## config.mk

```make
export PLATFORM = sky130hd
export DESIGN_NAME = ldm_writeback_sequencer
export DESIGN_NICKNAME = d
export VERILOG_FILES = /design/src/rtl/ldm_writeback_sequencer.sv
export SDC_FILE = /design/constraint.sdc
export NUM_CORES = 1
export LEC_CHECK = 0
export CAP_MARGIN = 30
export CORE_ASPECT_RATIO = 0.8
export CORE_MARGIN = 8
export CORE_UTILIZATION = 25
export CTS_CLUSTER_SIZE = 14
export DETAILED_ROUTE_END_ITERATION = 10
export HOLD_SLACK_MARGIN = 0.02
export PLACE_DENSITY = 0.53
export SYNTH_ARGS = -nofsm -noshare
export SYNTH_HDL_FRONTEND = slang
export SYNTH_SLANG_ARGS = --single-unit
```

## constraint.sdc

```tcl
create_clock -name CLK -period 6 [get_ports CLK]
set_clock_uncertainty 0.15 [all_clocks]
set_input_delay 1.2 -clock CLK [delete_from_list [all_inputs] [get_ports CLK]]
set_output_delay 1.2 -clock CLK [all_outputs]
set_load 0.05 [all_outputs]
```

## src/rtl/ldm_writeback_sequencer.sv

```systemverilog
// Write-side master for the 16-entry register file during LDM (increment-after):
// fetches one word per listed register, writes it back, optionally updates the base.
module ldm_writeback_sequencer #(
    parameter int unsigned ADDR_STEP = 4
) (
    input  logic        CLK,
    input  logic        RESET,
    input  logic        START,
    input  logic [15:0] REGLIST,
    input  logic [31:0] BASE_ADDR,
    input  logic        WB_EN,
    input  logic [3:0]  RN,
    output logic        MEM_REQ,
    output logic [31:0] MEM_ADDR,
    input  logic        MEM_RDY,
    input  logic [31:0] MEM_DATA,
    output logic [31:0] PW,
    output logic [3:0]  RW,
    output logic        LE,
    output logic        PC_LOAD,
    output logic [31:0] PC_OUT,
    output logic        BUSY,
    output logic        DONE
);

    localparam int unsigned AW    = 32;
    localparam int unsigned NREG  = 16;
    localparam int unsigned IW    = 4;
    localparam logic [IW-1:0] PC_IDX = IW'(15);

    typedef enum logic [2:0] {
        S_IDLE,
        S_FETCH,
        S_WRITE,
        S_WBASE,
        S_FIN
    } state_t;

    state_t          state_q, state_d;
    logic [NREG-1:0] list_q, list_d;
    logic [NREG-1:0] orig_q, orig_d;
    logic [AW-1:0]   addr_q, addr_d;
    logic [IW-1:0]   target_q, target_d;
    logic            wb_en_q, wb_en_d;
    logic [IW-1:0]   rn_q, rn_d;

    logic            mem_req_q, mem_req_d;
    logic [AW-1:0]   mem_addr_q, mem_addr_d;
    logic [AW-1:0]   pw_q, pw_d;
    logic [IW-1:0]   rw_q, rw_d;
    logic            le_q, le_d;
    logic            pc_load_q, pc_load_d;
    logic [AW-1:0]   pc_out_q, pc_out_d;
    logic            busy_q, busy_d;
    logic            done_q, done_d;

    logic [NREG-1:0] list_after;
    logic [AW-1:0]   addr_inc;
    logic [IW-1:0]   lowest;
    logic            base_wb_ok;

    // Priority pick of the lowest set register index
    function automatic logic [IW-1:0] lowest_set(input logic [NREG-1:0] l);
        logic [IW-1:0] r;
        r = '0;
        for (int i = NREG - 1; i >= 0; i--) begin
            if (l[i]) r = IW'(i);
        end
        return r;
    endfunction

    assign lowest     = lowest_set(list_q);
    assign list_after = list_q & ~(NREG'(1) << target_q);
    assign addr_inc   = addr_q + AW'(ADDR_STEP);
    assign base_wb_ok = wb_en_q && (rn_q != PC_IDX) && !orig_q[rn_q];

    // Next state and next registered outputs, decoded from the state being entered
    always_comb begin
        state_d    = state_q;
        list_d     = list_q;
        orig_d     = orig_q;
        addr_d     = addr_q;
        target_d   = target_q;
        wb_en_d    = wb_en_q;
        rn_d       = rn_q;
        mem_req_d  = 1'b0;
        mem_addr_d = mem_addr_q;
        pw_d       = pw_q;
        rw_d       = rw_q;
        le_d       = 1'b0;
        pc_load_d  = 1'b0;
        pc_out_d   = pc_out_q;
        done_d     = 1'b0;

        unique case (state_q)
            S_IDLE: begin
                if (START) begin
                    list_d  = REGLIST;
                    orig_d  = REGLIST;
                    addr_d  = BASE_ADDR;
                    wb_en_d = WB_EN;
                    rn_d    = RN;
                    if (REGLIST != '0) begin
                        state_d    = S_FETCH;
                        mem_req_d  = 1'b1;
                        mem_addr_d = BASE_ADDR;
                    end else begin
                        state_d = S_FIN;
                        done_d  = 1'b1;
                    end
                end
            end
            S_FETCH: begin
                if (MEM_RDY) begin
                    state_d  = S_WRITE;
                    target_d = lowest;
                    if (lowest != PC_IDX) begin
                        le_d = 1'b1;
                        rw_d = lowest;
                        pw_d = MEM_DATA;
                    end else begin
                        pc_load_d = 1'b1;
                        pc_out_d  = MEM_DATA;
                    end
                end else begin
                    mem_req_d  = 1'b1;
                    mem_addr_d = addr_q;
                end
            end
            S_WRITE: begin
                list_d = list_after;
                addr_d = addr_inc;
                if (list_after != '0) begin
                    state_d    = S_FETCH;
                    mem_req_d  = 1'b1;
                    mem_addr_d = addr_inc;
                end else if (base_wb_ok) begin
                    state_d = S_WBASE;
                    le_d    = 1'b1;
                    rw_d    = rn_q;
                    pw_d    = addr_inc;
                end else begin
                    state_d = S_FIN;
                    done_d  = 1'b1;
                end
            end
            S_WBASE: begin
                state_d = S_FIN;
                done_d  = 1'b1;
            end
            S_FIN: begin
                state_d = S_IDLE;
            end
            default: begin
                state_d = S_IDLE;
            end
        endcase

        busy_d = (state_d != S_IDLE);
    end

    always_ff @(posedge CLK) begin
        if (RESET) begin
            state_q    <= S_IDLE;
            list_q     <= '0;
            orig_q     <= '0;
            addr_q     <= '0;
            target_q   <= '0;
            wb_en_q    <= 1'b0;
            rn_q       <= '0;
            mem_req_q  <= 1'b0;
            mem_addr_q <= '0;
            pw_q       <= '0;
            rw_q       <= '0;
            le_q       <= 1'b0;
            pc_load_q  <= 1'b0;
            pc_out_q   <= '0;
            busy_q     <= 1'b0;
            done_q     <= 1'b0;
        end else begin
            state_q    <= state_d;
            list_q     <= list_d;
            orig_q     <= orig_d;
            addr_q     <= addr_d;
            target_q   <= target_d;
            wb_en_q    <= wb_en_d;
            rn_q       <= rn_d;
            mem_req_q  <= mem_req_d;
            mem_addr_q <= mem_addr_d;
            pw_q       <= pw_d;
            rw_q       <= rw_d;
            le_q       <= le_d;
            pc_load_q  <= pc_load_d;
            pc_out_q   <= pc_out_d;
            busy_q     <= busy_d;
            done_q     <= done_d;
        end
    end

    assign MEM_REQ  = mem_req_q;
    assign MEM_ADDR = mem_addr_q;
    assign PW       = pw_q;
    assign RW       = rw_q;
    assign LE       = le_q;
    assign PC_LOAD  = pc_load_q;
    assign PC_OUT   = pc_out_q;
    assign BUSY     = busy_q;
    assign DONE     = done_q;

endmodule
```

# [Yosys cells after proc, flatten, opt, wreduce, memory -nomap -nowiden]
# Cells that the tools add are included.
[word_totals] reg_bits=181 input_bits=89 output_inout_bits=105 word_cells=113
[op_classes] n_addsub=1 n_lt_le_gt_ge=1 n_eq_ne=13 shifts=1 mux=59 bitwise_logic=5 reduce_logical=17
[op_table] operator="32-bit two-way mux" count=9
[op_table] operator="32-bit one-hot mux with 2 select lines" count=2
[op_table] operator="32-bit one-hot mux with 3 select lines" count=1
[op_table] operator="4-bit two-way mux" count=20
[op_table] operator="32-bit by 3-bit adder with 32-bit output, second input constant" count=1
[op_table] operator="16-bit one-hot mux with 2 select lines" count=1
[op_table] operator="16-bit nonzero test" count=2
[op_table] operator="16-bit AND" count=1
[op_table] operator="16-bit two-way mux" count=1
[op_table] operator="2-bit != test, second input constant" count=8
[op_table] operator="16-bit inverter" count=1
[op_table] operator="1-bit by 4-bit << shifter with 16-bit output, first input constant" count=1
[op_table] operator="3-bit two-way mux" count=5
[op_table] operator="1-bit two-way mux" count=14
[op_table] operator="3-bit one-hot mux with 4 select lines" count=1
[op_table] operator="5-bit AND reduction" count=2
[op_table] operator="4-bit != test, second input constant" count=2
[op_table] operator="4-bit one-hot mux with 2 select lines" count=1
[op_table] operator="3-bit by 2-bit equality test with 1-bit output, second input constant" count=2
[op_table] operator="1-bit one-hot mux with 3 select lines" count=2
[op_table] operator="2-bit AND reduction" count=3
[op_table] operator="3-bit nonzero test" count=2
[op_table] operator="4-bit by 5-bit < comparator with 1-bit output, second input constant" count=1
[op_table] operator="1-bit binary-select mux with 4-bit select" count=1
[op_table] operator="9 further kinds" count=13

# [Logic depth before layout (Yosys ltp)]
# Gate-level depths: netlist of run 1.
[logic_depth] depth_word=20 ltp_mapped=10 depth_no_buf=8

# [Worst setup path after synthesis of run 1]
# No wires, ideal clock.
[synth_path] path_type="input to register" start="input port START" end="register mem_addr_q[24] (netlist: MEM_ADDR[24])" setup_ns=0.101 arrival_time_ns=2.647 path_slack_ns=3.102 cell_stages=7 cell_sequence="nor4b_2 -> nand2_1 -> o21ai_0 -> o21bai_1 -> clkbuf_1 -> inv_1 -> o41ai_1"
[synth_via] elab_chain_len=2
[synth_lines] item="start: declaration" line="8" rtl="input logic START,"
[synth_lines] item="2-bit != test (no line)"
[synth_lines] item="5-bit AND reduction (no line)"
[synth_lines] item="end signal: assignment" line="189" rtl="mem_addr_q <= mem_addr_d;"
[synth_lines] item="end: declaration" line="48" rtl="logic [AW-1:0] mem_addr_q, mem_addr_d;"
# Every way passes these cells.
# A chain may end at the register's enable or synchronous reset.

# [Worst setup path after layout of run 1]
[layout_path] start="register target_q[1]" end="register pw_q[20] (netlist: PW[20])"
[layout_via] elab_chain_len=6
[layout_lines] item="start: declaration" line="43" rtl="logic [IW-1:0] target_q, target_d;"
[layout_lines] item="start signal: assignment" line="185" rtl="target_q <= target_d;"
[layout_lines] item="1-bit by 4-bit << shifter with 16-bit output" line="73" rtl="assign list_after = list_q & ~(NREG'(1) << target_q);"
[layout_lines] item="16-bit inverter" line="73"
[layout_lines] item="16-bit AND" line="73"
[layout_lines] item="16-bit nonzero test" line="133" rtl="if (list_after != '0) begin"
[layout_lines] item="2-bit != test (no line)"
[layout_lines] item="5-bit AND reduction (no line)"
[layout_lines] item="end signal: assignment" line="190" rtl="pw_q <= pw_d;"
[layout_lines] item="end: declaration" line="49" rtl="logic [AW-1:0] pw_q, pw_d;"
# Every way passes these cells.

==> flow_summary.json, run 1 <==
{
  "vias_per_cell": 5.18,
  "routed.top_layer": "met5",
  "dpl.cell_count": 1732,
  "postLayoutCoreUtil": 0.334,
  "peakVddDrop_v": 0.000209,
  "max_slew_violation_total_from_the_final_report": 0,
  "worst_setup_path_start_kind": "register",
  "wl_met1_mm": 18.0,
  "slew-limit-headroom": 0.317,
  "floorplan.die.height_um": 186,
  "timing.final.hold_violations": 0,
  "track_usage": 0.169,
  "hold_path_depth": 2,
  "cts_post_setup_buffers_inserted": 0,
  "path_class": "reg2reg",
  "cp_num_buf_inv": 0,
  "internal_power_w": 0.00214,
  "place_congestion": 0.887,
  "core-area_um2": 35800,
  "floorplan.initialDensity": 0.252,
  "synth_nets": 1229,
  "cts.root.buffer_cell": "sky130_fd_sc_hd__clkbuf_16",
  "number_of_enable_flip_flop_cells_after_synthesis": 0,
  "first_global_vias": 8689,
  "die_w_um": 228,
  "detail_route.first_pass.iterations": 7,
  "finalWorstSetupSlack_ns": 1.98,
  "hold_buffers": 0,
  "most-common-layout-cells": "sky130_fd_sc_hd__clkdlybuf4s50_1, sky130_fd_sc_hd__dfxtp_1, sky130_fd_sc_hd__nor2_1, sky130_fd_sc_hd__nand2_1, sky130_fd_sc_hd__o21ai_0",
  "drtIter0Drc": 943,
  "worst-r2r-cell-count": 7,
  "cts_resized": 0,
  "cp_max_stage_cell": "sky130_fd_sc_hd__nand2_1",
  "count_of_distinct_cell_types_in_the_synthesized_netlist": 68,
  "syn_avg_cell_area_um2": 7.93,
  "clkPwrFrac": 0.360,
  "cp-end-kind": "register",
  "synth-seq-cells": 180,
  "antenna_violations_before_repair": 3,
  "swShare": 0.343,
  "grt_overflow_total": 0,
  "post_route_cells_drive_above_1_share": 0.0584,
  "report.power.total_w": 0.00325,
  "category_of_cells_accounting_for_the_largest_share_of_critical_path_delay": "simple AND/OR/NAND/NOR gates",
  "route.antenna.remaining_nets": 0,
  "dpl.hpwl_mm": 26.9,
  "yosys_warnings": 0,
  "critPathRequiredTime_ns": 6.14,
  "grt_pass1_wl_mm": 55.2,
  "synthesis.area_um2": 9030,
  "number_of_clock_buffers_inserted_by_tritoncts": 17,
  "power.static_leakage_nw": 4.36,
  "h-tree-depth": 4,
  "ctsLongestPathBuffers": 2,
  "critical_path_depth": 7,
  "nNetsFinal": 1361,
  "share_comb_of_total_power": 0.223,
  "power.switching_w": 0.00112,
  "fin_tns_setup_ns": 0,
  "drcViolationCount": 0,
  "clock_sinks": 180,
  "die-area_um2": 42500,
  "design.portCount": 194,
  "synth_cells": 1139,
  "route.vias.total": 9140,
  "finalWirelength_mm": 36.8,
  "final_cell_count_no_fill": 1765,
  "grt_max_degree": 69,
  "timing.critical_path.arrival_ns": 4.16,
  "num_rows": 62,
  "cap_viol_max_count": 0,
  "preCtsSetupSlack_ns": 1.98,
  "synth.yosys.seq_area_share": 0.399,
  "fmax_mhz": 249,
  "sequentialPowerShare": 0.417,
  "fin_crit_sh": 0.670,
  "layout_min_cycle_time_ns": 4.02,
  "syn_to_final_growth_pct": 32.3,
  "dr_wl_met2_mm": 15.0,
  "port_buffers": 193,
  "setup-violations-final": 0,
  "route.met3.wl_mm": 3.14,
  "synth_async_sr_flop_share": 0,
  "tightestPinTransition_ns": 1.02,
  "clk_pin_slew_worst_paths_ns": 0.08,
  "cp_max_fo": 25,
  "synth_top_flop_cell": "sky130_fd_sc_hd__dfxtp_1",
  "cp_cell_sequence": "or4b_1 -> a21oi_1 -> o22ai_1 -> nor4_4 -> nand3b_1 -> nand2_1 -> o21ai_0",
  "delay_of_the_slowest_cell_on_the_worst_path_ns": 0.90,
  "p_per_area_nw_per_um2": 272,
  "unrepaired_setup_endpoints_after_global_routing": "no",
  "tritoncts": "yes",
  "routed_wire_length_per_instance_um": 20.9,
  "commonest_non_fill_non_tap_cell_in_the_layout": "sky130_fd_sc_hd__clkdlybuf4s50_1",
  "hold_path.class": "reg2reg",
  "status": "completed",
  "clk_latency_ns": 0.46
}
metrics by stage:
stage               hold slack, ns  instance area [µm²]
floorplan                    0.282                 9030
global placement             0.290                11300
detailed placement           0.296                11300
CTS                          0.307                11900
global route                 0.322                11900
finish                       0.303                11900
cell usage after synthesis, types with 5 or more instances:
library cell	instances	area, µm²
sky130_fd_sc_hd__a221oi_1	17	149
sky130_fd_sc_hd__and2_1	5	31.3
sky130_fd_sc_hd__inv_1	11	41.3
sky130_fd_sc_hd__and3_1	10	62.6
sky130_fd_sc_hd__nor3_1	25	125
sky130_fd_sc_hd__o31ai_1	15	113
sky130_fd_sc_hd__a211oi_1	31	233
sky130_fd_sc_hd__o22ai_1	8	50.1
sky130_fd_sc_hd__nor2b_1	11	68.8
sky130_fd_sc_hd__nand3_1	13	65.1
sky130_fd_sc_hd__nand2b_1	7	43.8
sky130_fd_sc_hd__a21oi_1	93	465
sky130_fd_sc_hd__xor2_1	9	78.8
sky130_fd_sc_hd__and4_1	5	43.8
sky130_fd_sc_hd__nand2_1	130	488
sky130_fd_sc_hd__nor4_1	17	106
sky130_fd_sc_hd__a31oi_1	13	81.3
sky130_fd_sc_hd__a221o_1	5	50.1
sky130_fd_sc_hd__xnor2_1	17	149
sky130_fd_sc_hd__buf_2	7	35.0
sky130_fd_sc_hd__buf_1	8	30.0
sky130_fd_sc_hd__o211ai_1	7	52.6
sky130_fd_sc_hd__mux2i_1	51	510
sky130_fd_sc_hd__nand4_1	20	125
sky130_fd_sc_hd__nor3b_1	6	45.0
sky130_fd_sc_hd__clkbuf_1	79	297
sky130_fd_sc_hd__o21ai_0	108	541
sky130_fd_sc_hd__dfxtp_1	180	3600
sky130_fd_sc_hd__a22oi_1	5	37.5
sky130_fd_sc_hd__nor2_1	149	559
metal layers:
layer | global-route usage | vias up
li1 | - | 4406
met1 | 0.242 | 4341
met2 | 0.235 | 351
met3 | 0.0535 | 38
met4 | 0.0513 | 4
met5 | 0 | -
path summary, 6_finish.rpt:
path,start,slack [ns],to
min,orig_q[11],0.30,orig_q[11]
max reg2reg,target_q[1],1.98,PW[20]
min reg2reg,orig_q[11],0.30,orig_q[11]
max,target_q[1],1.98,PW[20]
sequential cells by signal (all words and copies together), names as in the netlist, 3 cells and up:
name      count
RW            4
PW           32
state_q       3
rn_q          4
MEM_ADDR     32
orig_q       15
PC_OUT       32
list_q       16
addr_q       32
target_q      4
power groups by stage:
| stage | registers [W] | logic [W] | clock network, W |
|---|---|---|---|
| final | 0.00136 | 0.000725 | 0.00117 |
| after global routing | 0.00137 | 0.000778 | 0.00126 |
| after CTS | 0.00136 | 0.000728 | 0.00121 |
| after detailed placement | 0.00138 | 0.000725 | 0 |
| after floorplan | 0.00149 | 0.000323 | 0 |
| after global placement | 0.00138 | 0.000722 | 0 |
area by class of cell:
| cell class | instances | area [µm²] |
|---|---|---|
| tap | 480 | 601 |
| clock buffer | 17 | 425 |
| fill | 3777 | 23800 |
| antenna | 1 | 2.50 |
| clock inverter | 15 | 186 |
| timing repair buffer | 210 | 2060 |
| sequential | 180 | 3600 |
| multi-input combinational | 851 | 5030 |
| inverter | 11 | 41.3 |
worst register-to-register path, stage by stage (launching register included):
cell	delay, ns
sky130_fd_sc_hd__dfxtp_1	0.75
sky130_fd_sc_hd__or4b_1	0.49
sky130_fd_sc_hd__a21oi_1	0.17
sky130_fd_sc_hd__o22ai_1	0.14
sky130_fd_sc_hd__nor4_4	0.45
sky130_fd_sc_hd__nand3b_1	0.55
sky130_fd_sc_hd__nand2_1	0.90
sky130_fd_sc_hd__o21ai_0	0.25
kinds of logic (layout without fill, tap and decap cells):
group | Yosys count | after routing | share of synthesized area
adder cells (fa/ha/maj) | 1 | 1 | 0.00139
flip-flops | 180 | 180 | 0.399
AO/OA/AOI/OAI | 342 | 342 | 0.236
XOR/XNOR | 26 | 26 | 0.0252
AND/OR/NAND/NOR | 428 | 428 | 0.226
buffers and inverters | 108 | 253 | 0.0480
other | 0 | 1 | 0
multiplexers | 54 | 54 | 0.0640
Power figures use the tool's default switching activity.
==> run 2: changes to the inputs <==
Settings changed: PLACE_DENSITY 0.53 to 0.55.
Clock period 6 ns to 3.3 ns, I/O delays scaled along.
==> run 2 against run 1 <==
Against the previous run: combinational power grew 90%; worst hold slack gained 0.0050 ns; sequential cell count is the same; sequential share of layout area shrank 0.79 points; cell count grew 2.0%; setup slack lost 1.6 ns; wire length shrank 0.26%; non-clock buffer count grew 36; critical path depth is the same.
==> flow_summary.json, run 2 (synthesized netlist as in run 1, its figures left out) <==
{
  "hold_buffers": 0,
  "vias_per_cell": 5.14,
  "internal_power_w": 0.00404,
  "track_usage": 0.169,
  "place_congestion": 0.918,
  "first_global_vias": 8865,
  "cap_viol_max_count": 0,
  "drcViolationCount": 0,
  "cts_resized": 0,
  "fin_crit_sh": 0.882,
  "cts.root.buffer_cell": "sky130_fd_sc_hd__clkbuf_16",
  "floorplan.initialDensity": 0.252,
  "clock_sinks": 180,
  "drtIter0Drc": 867,
  "swShare": 0.327,
  "grt_pass1_wl_mm": 55.2,
  "peakVddDrop_v": 0.000346,
  "route.vias.total": 9243,
  "clk_latency_ns": 0.46,
  "power.switching_w": 0.00197,
  "dpl.cell_count": 1768,
  "path_class": "reg2reg",
  "tritoncts": "yes",
  "cts_post_setup_buffers_inserted": 0,
  "clk_pin_slew_worst_paths_ns": 0.07,
  "route.antenna.remaining_nets": 0,
  "dpl.hpwl_mm": 27.4,
  "detail_route.first_pass.iterations": 5,
  "syn_to_final_growth_pct": 35.9,
  "nNetsFinal": 1397,
  "max_slew_violation_total_from_the_final_report": 0,
  "routed_wire_length_per_instance_um": 20.4,
  "critPathRequiredTime_ns": 3.53,
  "p_per_area_nw_per_um2": 490,
  "timing.critical_path.arrival_ns": 3.14,
  "fillers": 3709,
  "most-common-layout-cells": "sky130_fd_sc_hd__clkdlybuf4s50_1, sky130_fd_sc_hd__dfxtp_1, sky130_fd_sc_hd__nor2_1, sky130_fd_sc_hd__nand2_1, sky130_fd_sc_hd__o21ai_0",
  "setup-violations-final": 0,
  "clkPwrFrac": 0.361,
  "cp_max_fo": 6,
  "ctsLongestPathBuffers": 2,
  "hold_path.class": "reg2reg",
  "die_w_um": 228,
  "cp-end-kind": "register",
  "core-area_um2": 35800,
  "grt_max_degree": 92,
  "unrepaired_setup_endpoints_after_global_routing": "no",
  "floorplan.die.height_um": 186,
  "worst_setup_path_start_kind": "register",
  "number_of_clock_buffers_inserted_by_tritoncts": 17,
  "share_comb_of_total_power": 0.230,
  "post_route_cells_drive_above_1_share": 0.0819,
  "timing.final.hold_violations": 0,
  "final_cell_count_no_fill": 1800,
  "finalWirelength_mm": 36.7,
  "port_buffers": 193,
  "grt_overflow_total": 0,
  "sequentialPowerShare": 0.409,
  "slew-limit-headroom": 0.529,
  "fmax_mhz": 344,
  "die-area_um2": 42500,
  "layout_min_cycle_time_ns": 2.91,
  "num_rows": 62,
  "finalHoldWorstSlack_ns": 0.308,
  "power.static_leakage_nw": 4.56,
  "fin_tns_setup_ns": 0,
  "h-tree-depth": 4,
  "antenna_violations_before_repair": 4,
  "design.portCount": 194,
  "status": "completed",
  "commonest_non_fill_non_tap_cell_in_the_layout": "sky130_fd_sc_hd__clkdlybuf4s50_1",
  "tightestPinTransition_ns": 0.704
}
## run 2: cell count changes in the layout (fill, tap and decap cells not counted)
cell / before / now
sky130_fd_sc_hd__clkbuf_1: 0 / 1
sky130_fd_sc_hd__nor2_2: 2 / 1
sky130_fd_sc_hd__buf_4: 18 / 49
sky130_fd_sc_hd__buf_12: 0 / 5
sky130_fd_sc_hd__clkinv_8: 4 / 0
sky130_fd_sc_hd__bufinv_16: 1 / 3
sky130_fd_sc_hd__inv_6: 5 / 3
sky130_fd_sc_hd__nor2_1: 147 / 148
sky130_fd_sc_hd__clkinv_2: 0 / 2
## run 2: power by group through the flow
| stage | clock, W | combinational (W) | sequential [W] |
|---|---|---|---|
| floorplan | 0 | 0.000587 | 0.00271 |
| global placement | 0 | 0.00138 | 0.00250 |
| detailed placement | 0 | 0.00138 | 0.00250 |
| CTS | 0.00222 | 0.00139 | 0.00245 |
| global route | 0.00231 | 0.00148 | 0.00248 |
| finish | 0.00217 | 0.00138 | 0.00246 |
## run 2: area by class of cell
| cell class | count | area, µm² | share of cell area |
|---|---|---|---|
| antenna | 1 | 2.50 | 0.000204 |
| clock buffer | 18 | 429 | 0.0350 |
| clock inverter | 13 | 174 | 0.0142 |
| inverter | 11 | 41.3 | 0.00337 |
| multi-input combinational | 851 | 5030 | 0.410 |
| sequential | 180 | 3600 | 0.294 |
| tap | 480 | 601 | 0.0490 |
| timing repair buffer | 246 | 2390 | 0.195 |
## run 2: path summary, 6_finish.rpt
kind,startpoint,to,slack [ns],depth (start not counted)
min,orig_q[9],orig_q[9],0.31,2
max reg2reg,addr_q[11],PW[18],0.39,7
max,addr_q[11],PW[18],0.39,7
min reg2reg,orig_q[9],orig_q[9],0.31,2
## run 2: through the flow
stage	setup slack, ns	total power (W)	cell area (µm²)	utilization
5_1_grt	0.168	0.00627	12300	0.343
4_1_cts	0.408	0.00606	12300	0.343
6_report	0.390	0.00601	12300	0.343
3_3_place_gp	0.341	0.00388	11700	0.326
2_1_floorplan	0.619	0.00329	9030	-
3_5_place_dp	0.324	0.00388	11700	0.326
## run 2: critical path: stages, from the launching register on
cell and delay [ns]:
sky130_fd_sc_hd__dfxtp_1 0.44, sky130_fd_sc_hd__nand4_1 0.27, sky130_fd_sc_hd__or2_2 0.39, sky130_fd_sc_hd__or4_1 0.61, sky130_fd_sc_hd__nor2_1 0.28, sky130_fd_sc_hd__xor2_1 0.36, sky130_fd_sc_hd__nor2_1 0.11, sky130_fd_sc_hd__o31ai_1 0.22
## run 2: routing by layer
metal / wire length (µm) / part of all wire / vias up / global-route usage
met5: 28 / 0.00076 / - / 0
met4: 798 / 0.022 / 6 / 0.0592
met3: 3600 / 0.098 / 39 / 0.0701
met2: 15600 / 0.43 / 368 / 0.245
met1: 16700 / 0.45 / 4357 / 0.223
li1: - / - / 4473 / -
==> run 3: changes to the inputs <==
Settings changed: CORE_MARGIN 8 to unset, REMOVE_ABC_BUFFERS set to 1, TNS_END_PERCENT set to 20.
==> run 3 against run 2 <==
Against the previous run: power up 0.11%; cell count decreased by 0.44%; worst hold slack worse by 0.0066 ns; die area fell by 13%; sequential cell count unchanged; via count is 1.1% higher; cell area shrank 0.18%; first-iteration DRC count shrank 13%; setup slack lost 0.15 ns.
==> flow_summary.json, run 3 (synthesized netlist as in run 1, its figures left out) <==
{
  "layout_min_cycle_time_ns": 3.06,
  "finalWirelength_mm": 35.6,
  "route.vias.total": 9345,
  "antenna_violations_before_repair": 5,
  "peakVddDrop_v": 0.000330,
  "path_class": "reg2reg",
  "clk_pin_slew_worst_paths_ns": 0.07,
  "num_rows": 61,
  "slew-limit-headroom": 0.465,
  "clk_latency_ns": 0.46,
  "tritoncts": "yes",
  "setup-violations-final": 0,
  "die-area_um2": 36900,
  "cap_viol_max_count": 0,
  "cts.root.buffer_cell": "sky130_fd_sc_hd__clkbuf_16",
  "p_per_area_nw_per_um2": 491,
  "cts_post_setup_buffers_inserted": 0,
  "port_buffers": 193,
  "finalHoldWorstSlack_ns": 0.302,
  "syn_to_final_growth_pct": 35.6,
  "floorplan.initialDensity": 0.257,
  "clock_sinks": 180,
  "detailed_place.area_um2": 11600,
  "post_route_cells_drive_above_1_share": 0.0836,
  "most-common-layout-cells": "sky130_fd_sc_hd__clkdlybuf4s50_1, sky130_fd_sc_hd__dfxtp_1, sky130_fd_sc_hd__nor2_1, sky130_fd_sc_hd__nand2_1, sky130_fd_sc_hd__o21ai_0",
  "ctsLongestPathBuffers": 2,
  "drtIter0Drc": 756,
  "grt_pass1_wl_mm": 53.7,
  "cp_max_fo": 16,
  "route.antenna.remaining_nets": 0,
  "layout.cell_area.non_filler_um2": 12200,
  "hold_buffers": 0,
  "floorplan.die.height_um": 172,
  "detail_route.first_pass.iterations": 6,
  "die_w_um": 214,
  "dpl.hpwl_mm": 25.2,
  "tightestPinTransition_ns": 0.799,
  "worst_setup_path_start_kind": "register",
  "timing.final.hold_violations": 0,
  "power.static_leakage_nw": 4.54,
  "cts_resized": 0,
  "unrepaired_setup_endpoints_after_global_routing": "no",
  "place_congestion": 0.876,
  "cp-end-kind": "register",
  "grt_overflow_total": 0,
  "routed_wire_length_per_instance_um": 19.9,
  "fmax_mhz": 327,
  "drcViolationCount": 0,
  "track_usage": 0.193,
  "hold_path.class": "reg2reg",
  "status": "completed",
  "grt_max_degree": 84,
  "number_of_clock_buffers_inserted_by_tritoncts": 17,
  "design.portCount": 194,
  "commonest_non_fill_non_tap_cell_in_the_layout": "sky130_fd_sc_hd__clkdlybuf4s50_1",
  "core-area_um2": 35200,
  "max_slew_violation_total_from_the_final_report": 0,
  "critPathRequiredTime_ns": 3.50,
  "h-tree-depth": 4,
  "fin_crit_sh": 0.926,
  "vias_per_cell": 5.21,
  "timing.critical_path.arrival_ns": 3.26,
  "first_global_vias": 8764,
  "nNetsFinal": 1393
}
## run 3: cell types whose count changed in the layout (fill, tap and decap cells not counted), sizes merged
cell	before	now
buf	54	50
diode	1	4
clkinv	4	6
inv	16	15
## run 3: final cells by class
type                    count  area (µm²)
diodes                      4        10.0
clock buffers              18         439
clock inverters            14         174
fillers                  3712       22900
inverters                  11        41.3
multi-input cells         851        5030
flip-flops and latches    180        3600
well taps                 472         591
repair buffers            242        2350
## run 3: final timing paths
| path | cells after the start | start | to | slack (ns) |
|---|---|---|---|---|
| worst min-delay path | 2 | orig_q[13] | orig_q[13] | 0.30 |
| worst min register to register | 2 | orig_q[13] | orig_q[13] | 0.30 |
| worst max register to register | 8 | target_q[3] | MEM_ADDR[15] | 0.24 |
| worst max-delay path | 8 | target_q[3] | MEM_ADDR[15] | 0.24 |
## run 3: metrics by stage
stage	setup slack [ns]	std cells	total power, W	setup TNS, ns	utilization
after floorplan	-2.21	1042	0.00325	-139.68	-
final	0.243	1792	0.00601	0	0.348
after detailed placement	-0.0414	1756	0.00387	-0.363	0.330
after global placement	0.0265	1756	0.00386	0	0.330
after global routing	0.00839	1792	0.00630	0	0.348
after CTS	0.228	1788	0.00608	0	0.348
## run 3: layer usage
metal / vias up / GRT usage / wire [µm]
li1: 4479 / - / -
met1: 4475 / 0.268 / 17100
met2: 350 / 0.280 / 15100
met3: 39 / 0.0485 / 2630
met4: 2 / 0.0845 / 784
met5: - / 0 / 11
## run 3: worst max-delay path, stage by stage (launching register included)
cell and delay [ns]:
sky130_fd_sc_hd__dfxtp_1 0.68, sky130_fd_sc_hd__nor2b_1 0.44, sky130_fd_sc_hd__nor3b_1 0.29, sky130_fd_sc_hd__o22ai_1 0.15, sky130_fd_sc_hd__nor4_4 0.37, sky130_fd_sc_hd__buf_4 0.20, sky130_fd_sc_hd__o21bai_4 0.17, sky130_fd_sc_hd__nor3b_1 0.25
sky130_fd_sc_hd__a31o_2 0.24
## run 3: report_power, final
| group | switching, W | internal (W) |
|---|---|---|
| sequential | 0.000157 | 0.00231 |
| combinational | 0.000833 | 0.000522 |
| clock | 0.000970 | 0.00122 |
| total | 0.00196 | 0.00406 |
